$ cat config.mk
export PLATFORM = sky130hd
export DESIGN_NAME = instr_fetch_ctrl
export DESIGN_NICKNAME = d
export VERILOG_FILES = /design/src/rtl/instr_fetch_ctrl.sv
export SDC_FILE = /design/constraint.sdc
export NUM_CORES = 1
export LEC_CHECK = 0
export ABC_AREA = 1
export CORE_MARGIN = 2
export CORE_UTILIZATION = 46
export DETAILED_ROUTE_END_ITERATION = 10
export GPL_ROUTABILITY_DRIVEN = 0
export MAX_ROUTING_LAYER = met4
export PLACE_DENSITY = 0.91
export SLEW_MARGIN = 40
export SYNTH_ARGS = -nofsm -noshare
export SYNTH_HDL_FRONTEND = slang
export SYNTH_SLANG_ARGS = --single-unit
export TNS_END_PERCENT = 30
$ cat constraint.sdc
create_clock -name clk_i -period 4.9 [get_ports clk_i]
set_clock_uncertainty 0.2 [all_clocks]
set_input_delay 0.98 -clock clk_i [delete_from_list [all_inputs] [get_ports clk_i]]
set_output_delay 0.98 -clock clk_i [all_outputs]
set_load 0.005 [all_outputs]
$ cat src/rtl/instr_fetch_ctrl.sv
// Instruction fetch sequencer: owns the PC, reads a combinational instruction memory,
// and presents each fetched word to decode over a valid/ready handshake.
module instr_fetch_ctrl #(
  parameter logic [31:0] RESET_PC = 32'h0000_0000,
  parameter int          DEPTH    = 256
) (
  input  logic        clk_i,
  input  logic        rst_i,
  output logic [31:0] imem_addr_o,
  output logic        imem_en_o,
  input  logic [31:0] imem_instr_i,
  input  logic        redirect_valid_i,
  input  logic [31:0] redirect_pc_i,
  output logic        instr_valid_o,
  input  logic        instr_ready_i,
  output logic [31:0] instr_o,
  output logic [31:0] pc_o,
  output logic        done_o,
  output logic        fetch_err_o
);

  typedef enum logic [1:0] {
    IDLE  = 2'd0,
    FETCH = 2'd1,
    DONE  = 2'd2,
    ERROR = 2'd3
  } state_t;

  // One past the last valid byte address, widened so the compare cannot wrap.
  localparam logic [32:0] END_ADDR = 33'(DEPTH) * 33'd4;

  state_t      state;
  logic [31:0] pc_q;
  logic [31:0] instr_p1;
  logic [31:0] pc_p1;
  logic        vld_p1;
  logic        done_q;
  logic        err_q;
  logic        en_q;

  logic        load;
  logic        transfer;
  logic        redirect_bad;
  logic [32:0] pc_next_wide;
  logic        last_word;

  assign transfer     = vld_p1 & instr_ready_i;
  assign load         = (state == FETCH) & (!vld_p1 | instr_ready_i) & !redirect_valid_i;
  assign redirect_bad = (redirect_pc_i[1:0] != 2'b00) || ({1'b0, redirect_pc_i} >= END_ADDR);
  assign pc_next_wide = {1'b0, pc_q} + 33'd4;
  assign last_word    = (pc_next_wide >= END_ADDR);

  always_ff @(posedge clk_i or posedge rst_i) begin
    if (rst_i) begin
      state    <= IDLE;
      pc_q     <= RESET_PC;
      instr_p1 <= '0;
      pc_p1    <= '0;
      vld_p1   <= 1'b0;
      done_q   <= 1'b0;
      err_q    <= 1'b0;
      en_q     <= 1'b0;
    end else if (state == ERROR) begin
      vld_p1 <= 1'b0;
    end else if (redirect_valid_i) begin
      // Redirect flushes whatever is presented, even if decode is ready this cycle.
      vld_p1 <= 1'b0;
      if (redirect_bad) begin
        state  <= ERROR;
        err_q  <= 1'b1;
        done_q <= 1'b0;
        en_q   <= 1'b0;
      end else begin
        state  <= FETCH;
        pc_q   <= redirect_pc_i;
        done_q <= 1'b0;
        en_q   <= 1'b1;
      end
    end else begin
      case (state)
        IDLE: begin
          state <= FETCH;
          en_q  <= 1'b1;
        end
        FETCH: begin
          if (load) begin
            instr_p1 <= imem_instr_i;
            pc_p1    <= pc_q;
            vld_p1   <= 1'b1;
            pc_q     <= pc_next_wide[31:0];
            if (last_word) begin
              state  <= DONE;
              done_q <= 1'b1;
              en_q   <= 1'b0;
            end
          end
        end
        DONE: begin
          if (transfer) vld_p1 <= 1'b0;
        end
        default: begin
          vld_p1 <= 1'b0;
        end
      endcase
    end
  end

  assign imem_addr_o   = pc_q;
  assign imem_en_o     = en_q;
  assign instr_valid_o = vld_p1;
  assign instr_o       = instr_p1;
  assign pc_o          = pc_p1;
  assign done_o        = done_q;
  assign fetch_err_o   = err_q;

endmodule

==> flow_metrics.env <==
export IMPL_io_buffers=167
export IMPL_ys_ff_latch=102
export IMPL_critPathTopFamily="buffers and inverters"
export IMPL_fin_util_pct=65.7
export IMPL_slew_headroom_pct=47.9
export IMPL_grtUsageTotal_pct=25.6
export IMPL_crit_type="in -> reg"
export IMPL_ir_drop_v=0.000217
export IMPL_place_ws_ns=1.34
export IMPL_htree_levels=3
export IMPL_syn_cell_area_um2=5040
export IMPL_antenna_cells=0
export IMPL_wl_met1_um=6170
export IMPL_numClockSinks=102
export IMPL_dpl_hpwl_um=10500
export IMPL_path_buf_inv=2
export IMPL_wl_met3_um=892
export IMPL_via_per_inst=5.23
export IMPL_io_pins=168
export IMPL_drt_wl_total_um=14400
export IMPL_num_nets_final=897
export IMPL_seq_area_frac_synth_pct=50.6
export IMPL_top_layer="met4"
export IMPL_worstMarginPinSlew_ns=0.781
export IMPL_crit_path_start_kind="input pin"
export IMPL_synth_area_top_cells="dfrtp_1 (51%), nand2_1 (20%), o21ai_0 (6.5%), nor2_1 (4.1%), nand3_1 (3.6%)"
export IMPL_ant_nets=0
export IMPL_synth_top_family_by_area="simple AND/OR/NAND/NOR gates"
export IMPL_reg2reg_depth=14
export IMPL_drt_initial_drc_count=414
export IMPL_synth_top_area_share_pct=50.6
export IMPL_die_area_um2=11800
export IMPL_place_area_um2=6840
export IMPL_fin_crit_sh_pct=65.7
export IMPL_synthAdderAreaFrac_pct=0.248
export IMPL_antenna_found_initial=0
export IMPL_worstPathCellList="clkdlybuf4s50_1 -> inv_1 -> o21ai_0 -> a21boi_0 -> nand2_1 -> nand2_1 -> nand2_1"
export IMPL_ctsRootBufferMaster="clkbuf_8"
export IMPL_finalCriticalPeriod_ns=3.22
export IMPL_synth_simple_area_share_pct=34.1
export IMPL_finalMaxSlewViolations=0
export IMPL_fmax_mhz=311
export IMPL_synth_area_per_cell_um2=7.53
export IMPL_tritoncts="built"
export IMPL_grt_max_degree=86
export IMPL_synthMuxAreaShare_pct=0
export IMPL_crit_path_max_incr_delay_ns=0.86
export IMPL_synth_top_area_cell="dfrtp_1"
export IMPL_synth_xor_area_share_pct=1.04
export IMPL_place_inst=957
export IMPL_grt_pass1_vias=4743
export IMPL_async_reset_ff_share_pct=100
export IMPL_setup_slack_ns=1.68
export IMPL_hold_path_depth=2
export IMPL_rrSetupSlack_ns=2.34
export IMPL_initial_core_util_pct=46.9
export IMPL_hold_end="instr_o[24]"
export IMPL_coreArea_um2=10700
export IMPL_cts_path_max_buffers=2
export IMPL_drc=0
export IMPL_end_kind="flop"
export IMPL_syn_inst=670
export IMPL_hold_buffers=0
export IMPL_hold_class="reg -> reg"
export IMPL_yosysWarnings=0
export IMPL_area_delta_synth_final_pct=40.0
export IMPL_report_final_hold_viol_count=0
export IMPL_power_density_nw_per_um2=545
export IMPL_final_cell_count_no_fill=972
export IMPL_synth_ff_type="dfrtp_1"
export IMPL_rr_startpoint="imem_addr_o[3]"
export IMPL_die_x_um=109
export IMPL_drive_gt1_share_pct=5.17
export IMPL_die_y_um=109
export IMPL_layout_commonest_cell="nand2_1"
export IMPL_setup_viol=0
export IMPL_cts_resized=0
export IMPL_synth_cell_types=32
export IMPL_drtPass1Iterations=5
export IMPL_synth_fp_nets=739
export IMPL_max_cap_viol_count=0
export IMPL_hold_start="instr_o[24]"
export IMPL_status="complete, no violations"
export IMPL_synth_edf_count=0
export IMPL_crit_required_ns=4.98
export IMPL_p_leak_nw=3.16
export IMPL_overflow=0
export IMPL_rows=38
export IMPL_post_cts_buffers=0
export IMPL_critPathMaxFanout=22
export IMPL_grt_setup_unrepaired="no"
export IMPL_reg2reg_to="state[0]"
export IMPL_grt_pass1_wl_um=23100
export IMPL_design_area_um2=7060
export IMPL_numCtsBuffers=9
export IMPL_final_cell_mix="nand2_1 (275), clkdlybuf4s50_1 (167), dfrtp_1 (102), o21ai_0 (66), nor2_1 (55)"
export IMPL_wl_per_cell_um=14.9
export IMPL_cp_arrival_ns=3.30
export IMPL_met2_length_um=7040
export IMPL_cp_common_cell="nand2_1"
export IMPL_final_setup_tns_ns=0
export IMPL_dr_total_vias=5087
export IMPL_cpMaxStageDelayCell="clkdlybuf4s50_1"
export IMPL_synth_compound_area_share_pct=8.58
export IMPL_clkLatencyLatePin_ns=0.38
export IMPL_path_clk_slew_ns=0.10
==> kinds of logic after synthesis <==
kind of cell,Yosys count
simple gates,407
buf+inv,71
fa+ha+maj,1
flops,102
xor+xnor,6
compound gates,83
==> worst register-to-register path: stages (launching register included) <==
cell     delay [ns]
dfrtp_1        0.48
ha_1           0.28
nand2_2        0.10
nor2_4         0.19
nand2_4        0.09
nor2_4         0.16
nand2_1        0.09
xor2_1         0.16
nor2_1         0.12
nand2_1        0.09
nor2_2         0.21
nand2_1        0.12
nand3_2        0.09
nand2_1        0.08
inv_1          0.05
==> state kept, by name, summed over array words and instances, names as in the netlist <==
signal / flops
instr_valid_o: 1
instr_o: 32
pc_o: 32
imem_addr_o: 32
imem_en_o: 1
fetch_err_o: 1
done_o: 1
state: 2
==> per-stage QoR <==
step | power, mW | hold WS [ns]
2_1_floorplan | 2.23 | 0.264
3_3_place_gp | 3.18 | 0.253
3_5_place_dp | 3.25 | 0.257
4_1_cts | 3.85 | 0.283
5_1_grt | 4.12 | 0.296
6_report | 3.85 | 0.279
==> worst max-delay path by stage <==
stage,startpoint,to,cells after the start
floorplan,rst_i,done_o,1
global placement,redirect_valid_i,imem_addr_o[25],6
detailed placement,redirect_valid_i,pc_o[1],7
CTS,redirect_valid_i,instr_o[13],7
global route,redirect_valid_i,imem_en_o,7
finish,redirect_valid_i,imem_en_o,7
==> report_power, final <==
group	switching (mW)	leakage (nW)	internal, mW
Combinational	0.847	1.75	0.893
Clock	0.302	0.113	0.301
Sequential	0.313	1.30	1.19
==> synth_stat cells, types with 2 or more instances <==
| cell type | number |
|---|---|
| buf_2 | 7 |
| o21ai_1 | 4 |
| a21oi_1 | 4 |
| nand3_2 | 2 |
| nand3_1 | 36 |
| nor2_1 | 55 |
| nor2_4 | 6 |
| a31oi_1 | 4 |
| nand2_2 | 3 |
| nand2_1 | 275 |
| inv_2 | 2 |
| nor3_1 | 3 |
| nand4_1 | 10 |
| inv_1 | 44 |
| and2_1 | 2 |
| o21ai_0 | 66 |
| nor2_2 | 6 |
| a21boi_0 | 2 |
| nand3b_1 | 2 |
| dfrtp_1 | 102 |
| clkbuf_1 | 16 |
| nor4_1 | 4 |
| xor2_1 | 6 |
==> per-layer routing <==
metal / vias up / global-route usage [%]
li1: 2452 / -
met1: 2376 / 34.0
met2: 227 / 41.0
met3: 32 / 3.53
met4: 0 / 8.24
met5: - / -
==> area by class of cell <==
class	count	area [µm²]
flip-flops and latches	102	2550
multi-input cells	497	2220
repair buffers	171	1710
well taps	140	175
clock inverters	5	82.6
inverters	47	185
clock buffers	10	138
fillers	925	3680
(Power assumes the default switching activity.)
